## src/rtl/ascii_time_parser.sv

```systemverilog
// Receive-side decoder for "CL HH:MM:SS\n" / "SW HH:MM:SS\n" time frames.
// A good frame preloads BCD digits and the mode bit; a bad or stalled frame is flagged.
module ascii_time_parser #(
    parameter int DATA_WIDTH    = 8,
    parameter int HOUR          = 24,
    parameter int TIMEOUT_TICKS = 100
) (
    input  logic                  clk,
    input  logic                  rst,
    input  logic                  tick_100hz,
    input  logic [DATA_WIDTH-1:0] rx_data,
    input  logic                  rx_valid,
    output logic [3:0]            hour1,
    output logic [3:0]            hour0,
    output logic [3:0]            min1,
    output logic [3:0]            min0,
    output logic [3:0]            sec1,
    output logic [3:0]            sec0,
    output logic                  set_mode,
    output logic                  set_valid,
    output logic                  frame_err
);
    // Declaration order matters: a good byte advances to the next enumerator.
    typedef enum logic [3:0] {
        IDLE, P1, P2, H1, H0, C1, M1, M0, C2, S1, S0, NL, RESYNC
    } state_t;

    localparam int TW = $clog2(TIMEOUT_TICKS + 1);
    localparam logic [TW-1:0] TIMER_LAST = TW'(TIMEOUT_TICKS - 1);
    localparam logic [DATA_WIDTH-1:0] CH_CR  = DATA_WIDTH'(8'h0D);
    localparam logic [DATA_WIDTH-1:0] CH_LF  = DATA_WIDTH'(8'h0A);
    localparam logic [DATA_WIDTH-1:0] CH_SP  = DATA_WIDTH'(8'h20);
    localparam logic [DATA_WIDTH-1:0] CH_COL = DATA_WIDTH'(8'h3A);
    localparam logic [DATA_WIDTH-1:0] CH_0   = DATA_WIDTH'(8'h30);
    localparam logic [DATA_WIDTH-1:0] CH_5   = DATA_WIDTH'(8'h35);
    localparam logic [DATA_WIDTH-1:0] CH_9   = DATA_WIDTH'(8'h39);
    localparam logic [DATA_WIDTH-1:0] CH_C   = DATA_WIDTH'(8'h43);
    localparam logic [DATA_WIDTH-1:0] CH_L   = DATA_WIDTH'(8'h4C);
    localparam logic [DATA_WIDTH-1:0] CH_S   = DATA_WIDTH'(8'h53);
    localparam logic [DATA_WIDTH-1:0] CH_W   = DATA_WIDTH'(8'h57);
    localparam logic [DATA_WIDTH-1:0] H1_MAX = DATA_WIDTH'(48 + (HOUR - 1) / 10);
    localparam logic [7:0]            HOUR_LIM = 8'(HOUR - 1);

    state_t          state, state_nxt;
    logic [TW-1:0]   timer;
    logic [3:0]      h1_sh, h0_sh, m1_sh, m0_sh, s1_sh, s0_sh;
    logic            mode_sh;
    logic            byte_in, byte_ok, timeout, valid_nxt, err_nxt, hour_ok;
    logic [3:0]      dig;
    logic [7:0]      hour_val;

    function automatic logic in_rng(input logic [DATA_WIDTH-1:0] b,
                                    input logic [DATA_WIDTH-1:0] lo,
                                    input logic [DATA_WIDTH-1:0] hi);
        return (b >= lo) && (b <= hi);
    endfunction

    // CR is invisible: it neither advances the FSM nor restarts the timer.
    assign byte_in  = rx_valid && (rx_data != CH_CR);
    assign dig      = 4'(rx_data - CH_0);
    assign hour_val = 8'(h1_sh) * 8'd10 + 8'(dig);
    assign hour_ok  = hour_val <= HOUR_LIM;
    assign timeout  = (state != IDLE) && tick_100hz && !byte_in && (timer == TIMER_LAST);

    always_comb begin
        state_nxt = state;
        byte_ok   = 1'b0;
        valid_nxt = 1'b0;
        err_nxt   = 1'b0;
        case (state)
            IDLE:    byte_ok = (rx_data == CH_C) || (rx_data == CH_S);
            P1:      byte_ok = rx_data == (mode_sh ? CH_L : CH_W);
            P2:      byte_ok = rx_data == CH_SP;
            H1:      byte_ok = in_rng(rx_data, CH_0, H1_MAX);
            H0:      byte_ok = in_rng(rx_data, CH_0, CH_9) && hour_ok;
            C1, C2:  byte_ok = rx_data == CH_COL;
            M1, S1:  byte_ok = in_rng(rx_data, CH_0, CH_5);
            M0, S0:  byte_ok = in_rng(rx_data, CH_0, CH_9);
            NL:      byte_ok = rx_data == CH_LF;
            default: byte_ok = 1'b0;
        endcase
        if (byte_in) begin
            if (state == RESYNC) begin
                if (rx_data == CH_LF) state_nxt = IDLE;
            end else if (byte_ok) begin
                state_nxt = (state == NL) ? IDLE : state_t'(state + 4'd1);
                valid_nxt = state == NL;
            end else if (state != IDLE) begin
                err_nxt   = 1'b1;
                state_nxt = (rx_data == CH_LF) ? IDLE : RESYNC;
            end
        end else if (timeout) begin
            state_nxt = IDLE;
            err_nxt   = state != RESYNC;
        end
    end

    always_ff @(posedge clk or posedge rst) begin
        if (rst) begin
            state     <= IDLE;
            timer     <= '0;
            set_valid <= 1'b0;
            frame_err <= 1'b0;
        end else begin
            state     <= state_nxt;
            set_valid <= valid_nxt;
            frame_err <= err_nxt;
            if (state_nxt == IDLE || byte_in) timer <= '0;
            else if (tick_100hz)              timer <= timer + 1'b1;
        end
    end

    always_ff @(posedge clk or posedge rst) begin
        if (rst) begin
            {h1_sh, h0_sh, m1_sh, m0_sh, s1_sh, s0_sh} <= '0;
            {hour1, hour0, min1, min0, sec1, sec0}     <= '0;
            mode_sh  <= 1'b0;
            set_mode <= 1'b0;
        end else if (byte_in && byte_ok) begin
            case (state)
                IDLE: mode_sh <= rx_data == CH_C;
                H1:   h1_sh   <= dig;
                H0:   h0_sh   <= dig;
                M1:   m1_sh   <= dig;
                M0:   m0_sh   <= dig;
                S1:   s1_sh   <= dig;
                S0:   s0_sh   <= dig;
                NL: begin
                    {hour1, hour0, min1, min0, sec1, sec0} <=
                        {h1_sh, h0_sh, m1_sh, m0_sh, s1_sh, s0_sh};
                    set_mode <= mode_sh;
                end
                default: ;
            endcase
        end
    end
endmodule

```

## config.mk

```make
export PLATFORM = sky130hd
export DESIGN_NAME = ascii_time_parser
export DESIGN_NICKNAME = d
export VERILOG_FILES = /design/src/rtl/ascii_time_parser.sv
export SDC_FILE = /design/constraint.sdc
export NUM_CORES = 1
export LEC_CHECK = 0
export CAP_MARGIN = 0
export CORE_ASPECT_RATIO = 1.25
export CORE_MARGIN = 4
export CORE_UTILIZATION = 25
export CTS_BUF_LIST = sky130_fd_sc_hd__clkbuf_4 sky130_fd_sc_hd__clkbuf_8
export DETAILED_ROUTE_END_ITERATION = 6
export SLEW_MARGIN = 10
export SYNTH_ARGS = -nofsm -noshare
export SYNTH_HDL_FRONTEND = slang
export SYNTH_SLANG_ARGS = --single-unit
```

## constraint.sdc

```tcl
create_clock -name clk -period 3.2 [get_ports clk]
set_clock_uncertainty 0.1 [all_clocks]
set_input_delay 0.48 -clock clk [delete_from_list [all_inputs] [get_ports clk]]
set_output_delay 0.48 -clock clk [all_outputs]
set_load 0.05 [all_outputs]
```

==> impl_metrics.csv <==
group,metric,value,unit
floorplan,die_w,114,um
setup_path,r2r_start,"h1_sh[3]$_DFFE_PP0P_",
setup_path,reg2reg_depth,12,
sta,setup_slack,-0.0912,ns
layout,design_area,4770,um2
logic_synthesis,yosysWarnings,0,
run,max_cap_viol_count,0,
power_and_ir_drop,pwr-share-clk,0.370,
routing,vias_per_cell,4.96,
sta,final_max_slew_viol_count,0,
logic_synthesis,post-synth-top-count-cell,"dfrtp_1",
layout,final_cells,551,
power_and_ir_drop,sw_frac_of_total,0.292,
power_and_ir_drop,irDropWorstVdd,0.222,mV
setup_path,setup.worst_path.end_class,"flop",
power_and_ir_drop,p_seq_frac,0.453,
min_path,whs_path_depth,1,
power_and_ir_drop,switchingPower,537,uW
routing,drtAntennaViolNets,0,
clocking,holdBufCountCts,0,
setup_path,worstPathArrival,3.41,ns
clocking,htreeDepth,3,
setup_path,worstReg2RegEnd,"sec1[3]$_DFFE_PP0P_",
global_route,grtUsageMet2,0.208,
sta,rsz0062_at_grt,"yes",
logic_synthesis,synthCells,300,
sta,period_share,1.03,
routing,drc_errors,0,
logic_synthesis,yosys.area.top_type,"dfrtp_1",
placement,dp_worst_setup_slack,-0.340,ns
global_route,grt_overflow_total,0,
setup_path,rrSetupSlack,-0.09,ns
logic_synthesis,ys_seq_area_frac,0.451,
min_path,hold_path.class,"reg -> reg",
setup_path,required,3.32,ns
power_and_ir_drop,internal_power,1300,uW
placement,postPlaceCellArea,4390,um2
logic_synthesis,yosys-top-cells-area,"dfrtp_1, mux2_2, mux2_1, ha_1, o2111ai_2",
routing,avgRoutedWirePerCell,16.1,um
layout,top_register,"timer",
layout,nets,397,
global_route,grt_pass1_wl,14400,um
layout,largest_register_ffs,7,
floorplan,rows,48,
logic_synthesis,syn_area_per_cell,11.7,um2
routing,num_vias,2732,
global_route,antenna_found_initial,0,
global_route,top_usage_layer,"met2",
status,violations,"negative setup slack",
setup_path,startpoint_type,"flop",
global_route,grt_max_degree,64,
sta,hold_violations,0,
routing,wirelength,8870,um
routing,dr.pass1.iters,5,
logic_synthesis,synth_edf_count,0,
clocking,cts.sinks,63,
clocking,clock_latency,0.34,ns
power_and_ir_drop,leakage,0.00209,uW
sta,fmax,0.304,GHz
power_and_ir_drop,power_density,386,nW/um2
logic_synthesis,synth-seq-cells,63,
clocking,clockRootBuffer,"clkbuf_8",
setup_path,startpoint,"h1_sh[3]$_DFFE_PP0P_",
setup_path,worstPathMaxFanout,15,
placement,gp_congestion,0.848,
min_path,min_to,"min1[0]$_DFFE_PP0P_",
sta,worstMarginPinSlew,0.513,ns
layout,area_growth,36.4,%
global_route,grtUsageMet1,0.127,
logic_synthesis,async_flop_share,1.00,
logic_synthesis,ys_types,62,
clocking,cts_tree,"built",
global_route,grt_use_met3,0.0216,
routing,drt_iter0_markers,145,
logic_synthesis,syn-cell-area,3500,um2
sta,setup_tns,-2.93,ns
layout,n_antenna_cell,0,
global_route,grt_usage,0.111,
floorplan,io_pins,39,
logic_synthesis,synth_top_cell_area_share,0.451,
layout,layout-drive-gt1-share,0.330,
global_route,grt_pass1_vias,2879,
setup_path,path_class,"reg -> reg",
sta,post-route-min-period,3.29,ns
clocking,cts.clk_slew.worst_paths,0.08,ns
placement,hpwl,6440,um
power_and_ir_drop,power.total,1840,uW
min_path,holdCritStartpoint,"m1_sh[0]$_DFFE_PP0P_",
placement,port_buffers,38,
placement,dp.cells,534,
sta,setup_violations,58,
logic_synthesis,syn-num-nets,326,
power_and_ir_drop,p_comb_frac,0.177,
logic_synthesis,synth_common_cells,"dfrtp_1, mux2_2, mux2_1",
logic_synthesis,synthFlopType,"dfrtp_1",
sta,slew_headroom,0.657,
status,status,"finished, violations left",
floorplan,dieArea,16000,um2
clocking,cts_buffers,9,
clocking,cts.path.max_buffers,2,
floorplan,initial_utilization,0.254,
floorplan,core_area,13800,um2
floorplan,die_h,140,um
layout,fillers,1329,
repair_timing:
item / 4_1_cts / 5_1_grt
cloned: 0 / 0
endpoints found under the setup margin: 61 / 61
pin swaps: 3 / 3
resized for setup: 11 / 21
buffers inserted: 1 / 0
placed cells by master (no fill, tap or decap), types with 7 or more instances in the layout:
| cell type | synthesis | routed |
|---|---|---|
| a211oi_2 | 1 | 8 |
| a21oi_1 | 7 | 7 |
| buf_4 | 4 | 34 |
| clkbuf_8 | 0 | 9 |
| clkdlybuf4s50_1 | 0 | 38 |
| dfrtp_1 | 63 | 63 |
| ha_1 | 12 | 10 |
| inv_1 | 10 | 9 |
| mux2_1 | 20 | 11 |
| mux2_2 | 30 | 29 |
| mux2_4 | 0 | 10 |
| nand2_1 | 16 | 16 |
| nor2_1 | 8 | 8 |
| o2111ai_4 | 1 | 8 |
| o21ai_0 | 12 | 11 |
kinds of logic after synthesis:
logic type | share of synthesized area
mux | 0.170
compound gates | 0.166
buf+inv | 0.0386
xor+xnor | 0.0200
simple gates | 0.100
flops | 0.451
fa+ha+maj | 0.0544
metal layers:
layer	wire, um	vias up
li1	-	1278
met1	3580	1380
met2	4930	62
met3	264	12
met4	93	0
met5	0	-
worst max path at each step:
stage / slack, ns / cells past startpoint / to
after floorplan: -0.11 / 11 / hour0[1]$_DFFE_PP0P_
after global placement: -0.31 / 11 / h0_sh[3]$_DFFE_PP0P_
after detailed placement: -0.34 / 11 / m1_sh[0]$_DFFE_PP0P_
after CTS: -0.15 / 12 / hour0[0]$_DFFE_PP0P_
after global routing: -0.23 / 14 / timer[6]$_DFFE_PP0P_
final: -0.09 / 12 / sec1[3]$_DFFE_PP0P_
power groups by stage:
stage / registers [uW] / clock network (uW) / logic (uW)
2_1_floorplan: 843 / 0 / 200
3_3_place_gp: 847 / 0 / 298
3_5_place_dp: 848 / 0 / 305
4_1_cts: 834 / 705 / 322
5_1_grt: 836 / 735 / 360
6_report: 834 / 681 / 325
worst max-delay path, stage by stage, from the launching register on:
cell and delay, ns:
dfrtp_1 0.42, ha_4 0.25, ha_4 0.16, fa_2 0.55, o21ai_2 0.06, or4_4 0.44, o311ai_4 0.08, o211ai_1 0.15
a21oi_2 0.16, buf_6 0.13, o2111ai_4 0.15, buf_12 0.20, mux2_1 0.31
stage by stage:
stage	util	hold WS (ns)
after detailed placement	0.319	0.366
after CTS	0.338	0.397
after global placement	0.319	0.364
after global routing	0.347	0.411
after floorplan	-	0.352
final	0.347	0.392
area by class of cell:
type,instances,area (um2),share of cell area
clock buffers,9,124,0.0260
clock inverters,7,72.6,0.0152
inverters,10,37.5,0.00787
multi-input cells,208,2000,0.419
flip-flops and latches,63,1580,0.331
well taps,175,219,0.0459
repair buffers,79,741,0.155
(Power assumes the default switching activity.)
